`config.mk`:
```
export PLATFORM = sky130hd
export DESIGN_NAME = pipeline_writeback
export DESIGN_NICKNAME = d
export VERILOG_FILES = /design/src/rtl/pipeline_writeback.sv
export SDC_FILE = /design/constraint.sdc
export NUM_CORES = 1
export LEC_CHECK = 0
export CELL_PAD_IN_SITES_DETAIL_PLACEMENT = 1
export CELL_PAD_IN_SITES_GLOBAL_PLACEMENT = 1
export CORE_MARGIN = 2
export CORE_UTILIZATION = 28
export CTS_BUF_LIST = sky130_fd_sc_hd__clkbuf_16
export CTS_CLUSTER_SIZE = 16
export DETAILED_ROUTE_END_ITERATION = 8
export PLACE_DENSITY_LB_ADDON = 0.12
export REMOVE_ABC_BUFFERS = 1
export SLEW_MARGIN = 25
export SYNTH_ARGS = -nofsm -noshare
export SYNTH_HDL_FRONTEND = slang
export SYNTH_SLANG_ARGS = --single-unit
```
`constraint.sdc`:
```
create_clock -name clk_i -period 1.75 [get_ports clk_i]
set_input_delay 0.35 -clock clk_i [delete_from_list [all_inputs] [get_ports clk_i]]
set_output_delay 0.35 -clock clk_i [all_outputs]
set_load 0.02 [all_outputs]
```
`src/rtl/pipeline_writeback.sv`:
```
// Writeback stage: takes one instruction from MEM, waits for load data when needed,
// and drives the register-file write port plus retire/misaligned pulses and instret.
module pipeline_writeback (
  input  logic        clk_i,
  input  logic        rst_i,
  input  logic        valid_i,
  output logic        ready_o,
  input  logic [4:0]  rd_i,
  input  logic        reg_write_i,
  input  logic [1:0]  wb_sel_i,
  input  logic [31:0] alu_result_i,
  input  logic [31:0] pc_plus4_i,
  input  logic [2:0]  load_funct3_i,
  input  logic [1:0]  addr_lsb_i,
  input  logic        mem_rvalid_i,
  input  logic [31:0] mem_rdata_i,
  output logic [4:0]  write_reg_o,
  output logic [31:0] write_data_o,
  output logic        reg_write_o,
  output logic        retire_o,
  output logic        load_misaligned_o,
  output logic [31:0] instret_o
);

  typedef enum logic [1:0] {IDLE, WAIT_LOAD, WRITE} state_t;

  state_t      state_q, state_d;
  logic [4:0]  rd_q, rd_d;
  logic        rw_q, rw_d;
  logic [2:0]  f3_q, f3_d;
  logic [1:0]  lsb_q, lsb_d;
  logic [4:0]  write_reg_q, write_reg_d;
  logic [31:0] write_data_q, write_data_d;
  logic        we_q, we_d;
  logic        fault_q, fault_d;
  logic [31:0] instret_q, instret_d;

  logic accept, is_load, fault_in;

  function automatic logic [31:0] extract(input logic [2:0] f3, input logic [1:0] lsb,
                                          input logic [31:0] w);
    logic [7:0]  b;
    logic [15:0] h;
    case (lsb)
      2'd0:    b = w[7:0];
      2'd1:    b = w[15:8];
      2'd2:    b = w[23:16];
      default: b = w[31:24];
    endcase
    h = lsb[1] ? w[31:16] : w[15:0];
    case (f3)
      3'b000:  extract = {{24{b[7]}}, b};
      3'b001:  extract = {{16{h[15]}}, h};
      3'b100:  extract = {24'd0, b};
      3'b101:  extract = {16'd0, h};
      default: extract = w;
    endcase
  endfunction

  assign ready_o           = (state_q != WAIT_LOAD);
  assign accept            = valid_i && ready_o;
  assign is_load           = (wb_sel_i == 2'b01);
  // Faulting loads never touch memory, so they bypass WAIT_LOAD entirely.
  assign fault_in          = is_load &&
                             ((load_funct3_i == 3'b011) || (load_funct3_i[2:1] == 2'b11) ||
                              ((load_funct3_i[1:0] == 2'b01) && addr_lsb_i[0]) ||
                              ((load_funct3_i == 3'b010) && (addr_lsb_i != 2'b00)));
  assign reg_write_o       = (state_q == WRITE) && we_q;
  assign retire_o          = (state_q == WRITE) && !fault_q;
  assign load_misaligned_o = (state_q == WRITE) && fault_q;
  assign write_reg_o       = write_reg_q;
  assign write_data_o      = write_data_q;
  assign instret_o         = instret_q;

  always_comb begin
    state_d      = state_q;
    rd_d         = rd_q;
    rw_d         = rw_q;
    f3_d         = f3_q;
    lsb_d        = lsb_q;
    write_reg_d  = write_reg_q;
    write_data_d = write_data_q;
    we_d         = we_q;
    fault_d      = fault_q;
    instret_d    = retire_o ? instret_q + 32'd1 : instret_q;
    case (state_q)
      IDLE, WRITE: begin
        if (accept) begin
          rd_d  = rd_i;
          rw_d  = reg_write_i;
          f3_d  = load_funct3_i;
          lsb_d = addr_lsb_i;
          if (is_load && !fault_in) begin
            state_d = WAIT_LOAD;
          end else begin
            state_d      = WRITE;
            write_reg_d  = rd_i;
            write_data_d = (wb_sel_i == 2'b10) ? pc_plus4_i : alu_result_i;
            we_d         = reg_write_i && (rd_i != 5'd0) && !fault_in;
            fault_d      = fault_in;
          end
        end else if (state_q == WRITE) begin
          state_d = IDLE;
        end
      end
      WAIT_LOAD: begin
        if (mem_rvalid_i) begin
          state_d      = WRITE;
          write_reg_d  = rd_q;
          write_data_d = extract(f3_q, lsb_q, mem_rdata_i);
          we_d         = rw_q && (rd_q != 5'd0);
          fault_d      = 1'b0;
        end
      end
      default: state_d = IDLE;
    endcase
  end

  always_ff @(posedge clk_i) begin
    if (rst_i) begin
      state_q      <= IDLE;
      rd_q         <= '0;
      rw_q         <= 1'b0;
      f3_q         <= '0;
      lsb_q        <= '0;
      write_reg_q  <= '0;
      write_data_q <= '0;
      we_q         <= 1'b0;
      fault_q      <= 1'b0;
      instret_q    <= '0;
    end else begin
      state_q      <= state_d;
      rd_q         <= rd_d;
      rw_q         <= rw_d;
      f3_q         <= f3_d;
      lsb_q        <= lsb_d;
      write_reg_q  <= write_reg_d;
      write_data_q <= write_data_d;
      we_q         <= we_d;
      fault_q      <= fault_d;
      instret_q    <= instret_d;
    end
  end

endmodule

```
==> results.tsv, run 1 <==
stage	metric	value	unit
die	die_area	0.0172	mm²
outcome	violations	setup timing	
final_layout	nNetsFinal	937	
final_layout	area_growth	69.0	%
final_layout	final_cells	1044	
job	cap_violations	0	
clock_tree	ctsLongestPathBuffers	2	
outcome	status	complete, but fails checks	
timing	drv_slew	0	
synth	syn_avg_cell_area	7.78	µm²
placement	dp_hpwl	13900	µm
clock_tree	path_clk_slew	0.06	ns
synth	synth_edf_count	0	
route	routed_wirelength	19100	µm
hold_path	hp-class	in -> reg	
power_and_ir_drop	cellLeakagePower	3.09	nW
global_route	grt-ovfl-total	0	
timing	fin_skew	0.00731	ns
final_layout	drive_gt1_frac	0.191	
final_layout	final_common_cell	clkdlybuf4s50_1	
synth	async_flop_share	0	
setup_path	cp_max_fo	8	
die	core_area	0.0159	mm²
clock_tree	cts_root_buf	clkbuf_16	
synth	yosysTopAreaCellShare	0.371	
route	final_antenna_net_count	0	
die	die_y	131	µm
route	viasPerCell	5.10	
timing	rsz0062_at_grt	yes	
synth	ys_seq_area_frac	0.371	
route	firstDrtPassIters	4	
clock_tree	cts_sinks	84	
synth	yosys.cell_types.count	58	
die	row_count	46	
setup_path	cpLargestDelayFamily	multiplexers	
timing	setup_viol	17	
synth	yosysTopAreaCell	dfxtp_1	
setup_path	endpoint_kind	register	
timing	maxSlewHeadroom	0.754	
power_and_ir_drop	power.density	665	mW/mm²
setup_path	slowest_stage	mux4_2	
final_layout	layout_common_cells	clkdlybuf4s50_1, nand2_1, dfxtp_1	
setup_path	critPathBufInv	0	
setup_path	worst-endpoint-required	1.99	ns
clock_tree	clock_latency	0.35	ns
placement	place.port_buffers	185	
setup_path	critPathArrivalTime	2.03	ns
placement	preCtsSetupSlack	-0.645	ns
global_route	grt_pass1_wl	29800	µm
final_layout	final_util	0.483	
route	via_count	5327	
route	wl_per_cell	18.3	µm
timing	clock.fmax	559	MHz
synth	syn_area	0.00454	mm²
timing	hold_viol	0	
clock_tree	cts_buffers	9	
global_route	grt_max_degree	49	
placement	gp_congestion	0.824	
synth	ys.flop_type	dfxtp_1	
global_route	antenna_found_initial	1	
global_route	track_usage	0.217	
power_and_ir_drop	ir_worst_vdd	523	µV
setup_path	criticalPathCategory	reg -> reg	
synth	synth_seq_cells	84	
timing	fin_ws	-0.0394	ns
setup_path	crit_path_start_kind	register	
route	route.detailed.drc	0	
die	ios	186	
synth	syn_inst	583	
die	die_width	131	µm
global_route	grt_pass1_vias	5679	
clock_tree	cts_tree	built	
timing	worst_slew_pin_slew	0.369	ns
die	initial_core_util	0.286	
clock_tree	ctsHoldBuffers	0	
synth	yosys_warnings	0	
timing	period_share	1.02	
setup_path	cpPeakStageDelay	0.56	ns
synth	synth_area_leaders	dfxtp_1, nand2_1, a32o_1	
clock_tree	cts.htree.levels	3	
timing	fin_crit	1.79	ns
setup_path	worstPathCellList	mux4_2 > nor2_4 > o41a_4 > nand2_1 > a32o_1	
placement	placed_cells	1018	
route	drtIter0Drc	170	
[synth_stat cells, types with 2 or more instances]
library cell and n:
a211o_1 6, a211oi_1 2, a21o_1 2, a21oi_1 25, a22o_1 3, a311oi_1 7
a31oi_1 12, a32o_1 30, a32oi_1 2, and2_1 3, and3_1 7, and3b_1 3
and4_1 3, buf_1 3, buf_2 10, buf_6 6, clkbuf_1 25, dfxtp_1 84
inv_1 4, mux2i_1 2, nand2_1 146, nand2b_1 5, nand3_1 47, nand3_2 2
nand4_1 12, nor2_1 37, nor2b_1 13, nor3_1 2, nor3_2 2, nor3b_1 6
nor4_1 3, o211ai_1 2, o21ai_0 14, or3_1 7, or4_1 3, xnor2_1 3
xor2_1 19
[repair_timing]
action                                  CTS  global route
pin swaps                                11            28
endpoints found under the hold margin     0             0
buffers inserted                          4             4
endpoints found under the setup margin   69            45
gates cloned                              2             1
gates resized for setup                  70            43
[sequential cells by signal, summed over array words and instances (netlist names)]
register / flops
instret_o: 32
write_data_o: 32
rd_q: 5
write_reg_o: 5
f3_q: 3
lsb_q: 2
state_q: 2
fault_q: 1
rw_q: 1
we_q: 1
[kinds of logic after synthesis]
family | synth area share
buf+inv | 0.0557
fa+ha+maj | 0.00276
compound gates | 0.188
simple gates | 0.329
flops | 0.371
xor+xnor | 0.0425
mux | 0.0119
[path summary, 6_finish.rpt]
kind | startpoint | to | slack (ns) | depth (start not counted)
max | lsb_q[1]$_SDFFE_PP0P_ | write_data_o[22]$_SDFFE_PP0P_ | -0.04 | 5
min | load_funct3_i[2] | f3_q[2]$_SDFFE_PP0P_ | 0.29 | 3
max reg2reg | lsb_q[1]$_SDFFE_PP0P_ | write_data_o[22]$_SDFFE_PP0P_ | -0.04 | 5
min reg2reg | write_data_o[17]$_SDFFE_PP0P_ | write_data_o[17]$_SDFFE_PP0P_ | 0.47 | 1
[metrics by stage]
| stage | TNS, ns | area (µm²) | hold slack, ns | power (mW) |
|---|---|---|---|---|
| after global placement | -20.08 | 7100 | 0.447 | 3.18 |
| after detailed placement | -23.35 | 7100 | 0.455 | 3.20 |
| after CTS | -0.221 | 7490 | 0.376 | 5.14 |
| final | -0.247 | 7670 | 0.294 | 5.10 |
| after global routing | -1.32 | 7670 | 0.301 | 5.31 |
| after floorplan | -14.88 | 4310 | 0.419 | 2.51 |
[cell type report]
class | count | area, µm²
fill | 1893 | 8220
antenna | 1 | 2.50
inverter | 6 | 22.5
sequential | 84 | 1690
clock buffer | 9 | 225
clock inverter | 6 | 57.6
timing repair buffer | 271 | 2570
tap | 216 | 270
multi-input combinational | 451 | 2840
[worst register-to-register path: stages (launching register included)]
cell and delay [ns]:
dfxtp_4 0.36, mux4_2 0.56, nor2_4 0.16, o41a_4 0.27, nand2_1 0.08, a32o_1 0.24
[where the power goes]
| group | internal, mW | leakage (nW) | switching (mW) |
|---|---|---|---|
| sequential | 2.00 | 0.688 | 0.0643 |
| combinational | 0.608 | 2.27 | 0.544 |
| clock | 1.08 | 0.136 | 0.791 |
[routing by layer]
metal	up-vias	global-route usage	wire length, µm
met4	0	0.104	807
met2	159	0.375	9170
met5	-	0	0
met3	47	0.0378	898
met1	2549	0.262	8180
li1	2572	-	-
No activity file was read; power rests on OpenSTA's default activity.
==> run 2: changes to the inputs <==
--- a/config.mk
+++ b/config.mk
@@ -7,7 +7,7 @@
 export LEC_CHECK = 0
 export CELL_PAD_IN_SITES_DETAIL_PLACEMENT = 1
 export CELL_PAD_IN_SITES_GLOBAL_PLACEMENT = 1
-export CORE_MARGIN = 2
+export CORE_MARGIN = 1.5
 export CORE_UTILIZATION = 28
 export CTS_BUF_LIST = sky130_fd_sc_hd__clkbuf_16
 export CTS_CLUSTER_SIZE = 16
==> results.tsv, run 2 (same netlist as run 1, synthesis figures left out) <==
stage	metric	value	unit	change
setup_path	r2r_setup_slack	-0.12	ns	was -0.04 ns
clock_tree	cts_sinks	84		unchanged
final_layout	final_common_cell	clkdlybuf4s50_1		unchanged
setup_path	criticalPathCategory	reg -> reg		unchanged
final_layout	area_growth	69.7	%	was 69.0%
timing	rsz0062_at_grt	yes		unchanged
timing	period_share	1.07		was 1.02
clock_tree	clock_latency	0.35	ns	about the same
route	route.detailed.drc	0		unchanged
timing	maxSlewHeadroom	0.704		was 0.754
global_route	antenna_found_initial	0		was 1
placement	dp_hpwl	13600	µm	was 13900 µm
outcome	violations	setup timing		unchanged
setup_path	critPathArrivalTime	2.12	ns	was 2.03 ns
global_route	grt_pass1_wl	29700	µm	was 29800 µm
job	cap_violations	0		unchanged
placement	gp_congestion	0.836		was 0.824
power_and_ir_drop	p_int	3.74	mW	was 3.70 mW
setup_path	endpoint_kind	register		unchanged
route	final_antenna_net_count	0		unchanged
timing	drv_slew	0		unchanged
timing	clock.fmax	534	MHz	was 559 MHz
global_route	grt_max_degree	48		was 49
clock_tree	cts_buffers	9		unchanged
power_and_ir_drop	seqPwrFrac	0.397		was 0.406
setup_path	cp_max_fo	8		unchanged
timing	setup_viol	22		was 17
route	routed_wirelength	19300	µm	was 19100 µm
die	row_count	46		unchanged
power_and_ir_drop	power.density	675	mW/mm²	was 665 mW/mm²
timing	fin_crit	1.87	ns	was 1.79 ns
timing	worst_slew_pin_slew	0.443	ns	was 0.369 ns
route	viasPerCell	5.10		about the same
hold_path	hp-class	in -> reg		unchanged
die	ios	186		unchanged
timing	fin_skew	0.00566	ns	was 0.00731 ns
setup_path	crit_path_start_kind	register		unchanged
timing	setup_tns	-1.83	ns	was -0.247 ns
final_layout	drive_gt1_frac	0.197		was 0.191
power_and_ir_drop	ir_worst_vdd	502	µV	was 523 µV
hold_path	hold_path_depth	3		unchanged
setup_path	reg2regPathDepth	6		was 5
placement	place.port_buffers	185		unchanged
final_layout	diodes	0		was 1
die	die_y	130	µm	was 131 µm
setup_path	worst-endpoint-required	2.00	ns	was 1.99 ns
clock_tree	ctsHoldBuffers	0		unchanged
final_layout	nNetsFinal	937		unchanged
global_route	track_usage	0.230		was 0.217
route	drtIter0Drc	185		was 170
clock_tree	cts_root_buf	clkbuf_16		unchanged
final_layout	layout_common_cells	clkdlybuf4s50_1, nand2_1, dfxtp_1		unchanged
clock_tree	ctsLongestPathBuffers	2		unchanged
outcome	status	complete, but fails checks		unchanged
timing	hold_slack	0.297	ns	was 0.294 ns
global_route	grt_pass1_vias	5709		was 5679
clock_tree	cts.htree.levels	3		unchanged
clock_tree	cts_tree	built		unchanged
global_route	grt-ovfl-total	0		unchanged
route	wl_per_cell	18.5	µm	was 18.3 µm
placement	placedInstanceArea	0.00703	mm²	was 0.00710 mm²
route	firstDrtPassIters	6		was 4
die	core_area	0.0159	mm²	unchanged
die	initial_core_util	0.286		unchanged
placement	preCtsSetupSlack	-0.634	ns	was -0.645 ns
die	die_width	130	µm	was 131 µm
final_layout	fin_area	0.00770	mm²	was 0.00767 mm²
power_and_ir_drop	switchingPower	1.46	mW	was 1.40 mW
power_and_ir_drop	p_total	5.20	mW	was 5.10 mW
clock_tree	path_clk_slew	0.07	ns	was 0.06 ns
power_and_ir_drop	p_sw_frac	0.281		was 0.275
die	die_area	0.0170	mm²	was 0.0172 mm²
power_and_ir_drop	p_comb_frac	0.231		was 0.226
power_and_ir_drop	cellLeakagePower	3.11	nW	was 3.09 nW
timing	hold_viol	0		unchanged
timing	fin_ws	-0.124	ns	was -0.0394 ns
power_and_ir_drop	clock_power_share	0.372		was 0.368
route	via_count	5329		was 5327
[run 2: changes by cell type in the layout (fill, tap and decap cells not counted), sizes merged]
cell,previous run,this run
clkdlybuf4s15,2,1
clkdlybuf4s50,149,147
nor2b,16,17
clkinv,3,5
inv,6,5
dlygate4sd2,25,27
dlymetal6s2s,3,4
diode,1,0
buf,90,89
[run 2: through the flow]
step,instances,util
final,1044,0.485
after global routing,1044,0.485
after CTS,1042,0.480
after detailed placement,1011,0.443
after global placement,1011,0.443
after floorplan,538,-
[run 2: timing repair]
action | in CTS | in global routing
gates cloned | 6 | 0
gates resized for setup | 93 | 27
pin swaps | 26 | 25
endpoints found under the setup margin | 70 | 57
setup buffers | 10 | 3
[run 2: worst paths after layout]
kind	from	end
max reg2reg	lsb_q[1]$_SDFFE_PP0P_	write_data_o[24]$_SDFFE_PP0P_
max	lsb_q[1]$_SDFFE_PP0P_	write_data_o[24]$_SDFFE_PP0P_
min reg2reg	write_data_o[23]$_SDFFE_PP0P_	write_data_o[23]$_SDFFE_PP0P_
min	addr_lsb_i[1]	lsb_q[1]$_SDFFE_PP0P_
[run 2: final cells by class]
| class | instances | area [µm²] |
|---|---|---|
| Fill cell | 1893 | 8180 |
| Multi-Input combinational cell | 452 | 2850 |
| Timing Repair Buffer | 270 | 2580 |
| Sequential cell | 84 | 1690 |
| Tap cell | 216 | 270 |
| Clock buffer | 9 | 225 |
| Clock inverter | 7 | 67.6 |
| Inverter | 6 | 22.5 |
[run 2: critical path, cell delays in order, from the launching register on]
cell and delay, ns:
dfxtp_4 0.37, mux4_2 0.54, buf_6 0.15, nor2_4 0.12, o41a_4 0.26, nand2_1 0.09
a32o_1 0.25
[run 2: metal layers]
| layer | track usage | up-vias | share of wire |
|---|---|---|---|
| li1 | - | 2563 | - |
| met1 | 0.266 | 2567 | 0.42 |
| met2 | 0.415 | 157 | 0.51 |
| met3 | 0.0349 | 42 | 0.041 |
| met4 | 0.111 | 0 | 0.036 |
| met5 | 0 | - | 0 |
[run 2: power groups by stage]
| stage | Combinational (mW) | Clock (mW) | Sequential, mW |
|---|---|---|---|
| after floorplan | 0.314 | 0 | 2.20 |
| after global placement | 1.06 | 0 | 2.10 |
| after detailed placement | 1.08 | 0 | 2.11 |
| after CTS | 1.19 | 1.97 | 2.07 |
| after global routing | 1.29 | 2.03 | 2.08 |
| final | 1.20 | 1.94 | 2.07 |
==> run 3: changes to the inputs <==
--- a/config.mk
+++ b/config.mk
@@ -13,6 +13,7 @@
 export CTS_CLUSTER_SIZE = 16
 export DETAILED_ROUTE_END_ITERATION = 8
 export PLACE_DENSITY_LB_ADDON = 0.12
+export RECOVER_POWER = 50
 export REMOVE_ABC_BUFFERS = 1
 export SLEW_MARGIN = 25
 export SYNTH_ARGS = -nofsm -noshare
==> results.tsv, run 3 (same netlist as run 1, synthesis figures left out) <==
stage	metric	value	unit	change
outcome	status	complete, but fails checks		unchanged
outcome	violations	setup timing		unchanged
power_and_ir_drop	clock_power_share	0.372		about the same
global_route	grt_max_degree	48		unchanged
setup_path	reg2regPathDepth	6		unchanged
timing	clock.fmax	534	MHz	about the same
power_and_ir_drop	seqPwrFrac	0.399		was 0.397
hold_path	hp-class	in -> reg		unchanged
global_route	grt_pass1_vias	5709		unchanged
setup_path	slowest_stage	mux4_2		unchanged
route	firstDrtPassIters	4		was 6
global_route	antenna_found_initial	0		unchanged
setup_path	critPathArrivalTime	2.12	ns	about the same
route	viasPerCell	5.13		was 5.10
clock_tree	path_clk_slew	0.07	ns	about the same
timing	hold_viol	0		unchanged
placement	dp_hpwl	13600	µm	unchanged
clock_tree	cts_tree	built		unchanged
die	initial_core_util	0.286		unchanged
power_and_ir_drop	p_comb_frac	0.229		was 0.231
die	core_area	0.0159	mm²	unchanged
timing	worst_slew_pin_slew	0.416	ns	was 0.443 ns
die	die_area	0.0170	mm²	unchanged
final_layout	nNetsFinal	937		unchanged
final_layout	layout_common_cells	clkdlybuf4s50_1, nand2_1, dfxtp_1		unchanged
route	drtIter0Drc	168		was 185
route	final_antenna_net_count	0		unchanged
setup_path	startpoint	lsb_q[1]$_SDFFE_PP0P_		unchanged
power_and_ir_drop	p_int	3.73	mW	was 3.74 mW
timing	rsz0062_at_grt	yes		unchanged
power_and_ir_drop	ir_worst_vdd	499	µV	was 502 µV
timing	maxSlewHeadroom	0.723		was 0.704
die	die_width	130	µm	unchanged
timing	setup_viol	27		was 22
setup_path	worstPathCellList	mux4_2 > buf_6 > nor2_4 > o41a_4 > nand2_1 > a32o_1		unchanged
clock_tree	cts_sinks	84		unchanged
clock_tree	clock_latency	0.35	ns	about the same
timing	hold_slack	0.297	ns	about the same
final_layout	diodes	0		unchanged
route	wl_per_cell	18.5	µm	about the same
setup_path	r2r_setup_slack	-0.12	ns	about the same
route	routed_wirelength	19300	µm	about the same
route	route.detailed.drc	0		unchanged
global_route	track_usage	0.230		unchanged
die	row_count	46		unchanged
timing	fin_ws	-0.123	ns	was -0.124 ns
clock_tree	cts_buffers	9		unchanged
die	ios	186		unchanged
power_and_ir_drop	cellLeakagePower	2.95	nW	was 3.11 nW
placement	place.port_buffers	185		unchanged
setup_path	rr_startpoint	lsb_q[1]$_SDFFE_PP0P_		unchanged
clock_tree	ctsLongestPathBuffers	2		unchanged
global_route	grt-ovfl-total	0		unchanged
setup_path	cpLargestDelayFamily	multiplexers		unchanged
setup_path	worst-endpoint-required	2.00	ns	about the same
global_route	grt_pass1_wl	29700	µm	unchanged
final_layout	final_common_cell	clkdlybuf4s50_1		unchanged
setup_path	criticalPathCategory	reg -> reg		unchanged
setup_path	cp_max_fo	8		unchanged
setup_path	endpoint_kind	register		unchanged
clock_tree	cts.htree.levels	3		unchanged
route	via_count	5354		was 5329
placement	gp_congestion	0.836		unchanged
clock_tree	cts_root_buf	clkbuf_16		unchanged
timing	fin_crit	1.87	ns	about the same
timing	period_share	1.07		about the same
power_and_ir_drop	p_sw_frac	0.280		was 0.281
setup_path	crit_path_start_kind	register		unchanged
final_layout	drive_gt1_frac	0.169		was 0.197
final_layout	final_cells	1044		unchanged
setup_path	cp_num_cells	6		unchanged
setup_path	r2r-end	write_data_o[24]$_SDFFE_PP0P_		unchanged
setup_path	worstSetupEndpoint	write_data_o[24]$_SDFFE_PP0P_		unchanged
setup_path	critPathBufInv	1		unchanged
placement	placed_cells	1011		unchanged
clock_tree	ctsHoldBuffers	0		unchanged
timing	fin_skew	0.00517	ns	was 0.00566 ns
final_layout	area_growth	67.0	%	was 69.7%
die	die_y	130	µm	unchanged
setup_path	cpPeakStageDelay	0.54	ns	about the same
timing	drv_slew	0		unchanged
power_and_ir_drop	power.density	684	mW/mm²	was 675 mW/mm²
power_and_ir_drop	switchingPower	1.45	mW	was 1.46 mW
job	cap_violations	0		unchanged
## run 3: cell types whose count changed in the layout (fill, tap and decap cells not counted), moves of 2 or more
cell / delta
buf_4: -23
clkbuf_1: +23
dlygate4sd3_1: +2
clkdlybuf4s50_1: -2
clkbuf_4: +3
dlymetal6s2s_1: -3
## run 3: power by group through the flow
stage / sequential [mW] / combinational [mW] / clock (mW)
finish: 2.07 / 1.19 / 1.93
CTS: 2.07 / 1.19 / 1.97
global placement: 2.10 / 1.06 / 0
detailed placement: 2.11 / 1.08 / 0
global route: 2.08 / 1.28 / 2.03
floorplan: 2.20 / 0.314 / 0
## run 3: layer usage
layer | vias to the layer above | global-route usage | routed length (µm)
met2 | 162 | 0.415 | 9710
li1 | 2568 | - | -
met4 | 0 | 0.111 | 786
met3 | 46 | 0.0349 | 852
met5 | - | 0 | 0
met1 | 2578 | 0.266 | 7920
## run 3: how the worst min path moves through the flow
stage | startpoint | slack (ns) | endpoint | cells after the start
6_report | addr_lsb_i[1] | 0.30 | lsb_q[1]$_SDFFE_PP0P_ | 3
5_1_grt | load_funct3_i[2] | 0.31 | f3_q[2]$_SDFFE_PP0P_ | 3
4_1_cts | load_funct3_i[2] | 0.37 | f3_q[2]$_SDFFE_PP0P_ | 3
3_5_place_dp | write_data_o[18]$_SDFFE_PP0P_ | 0.46 | write_data_o[18]$_SDFFE_PP0P_ | 1
3_3_place_gp | rw_q$_SDFFE_PP0P_ | 0.45 | rw_q$_SDFFE_PP0P_ | 2
2_1_floorplan | rst_i | 0.42 | f3_q[0]$_SDFFE_PP0P_ | 1
## run 3: layout make-up
type | instances | area (µm²)
fill | 1908 | 8310
multi-input combinational | 452 | 2830
timing repair buffer | 270 | 2480
sequential | 84 | 1690
tap | 216 | 270
clock buffer | 9 | 225
clock inverter | 7 | 67.6
inverter | 6 | 22.5
## run 3: worst register-to-register path, delay by kind of cell (launching register included)
family	cells	cell delay (ns)
simple gates	2	0.21
flops	1	0.37
compound gates	2	0.51
buf+inv	1	0.15
mux	1	0.54
## run 3: metrics by stage
step / setup slack [ns] / total power, mW / utilization / instance area [µm²] / setup TNS, ns
2_1_floorplan: -0.492 / 2.51 / - / 4310 / -14.88
3_3_place_gp: -0.561 / 3.16 / 0.443 / 7030 / -20.29
3_5_place_dp: -0.634 / 3.19 / 0.443 / 7030 / -22.88
4_1_cts: -0.151 / 5.22 / 0.480 / 7630 / -2.03
5_1_grt: -0.178 / 5.39 / 0.477 / 7580 / -4.59
6_report: -0.123 / 5.18 / 0.477 / 7580 / -1.95
## run 3: repair_timing
item	CTS	global route
gates resized for setup	93	27
gates cloned	6	0
endpoints found under the setup margin	70	57
pin swaps	26	25
endpoints found under the hold margin	0	0
buffers inserted	10	3
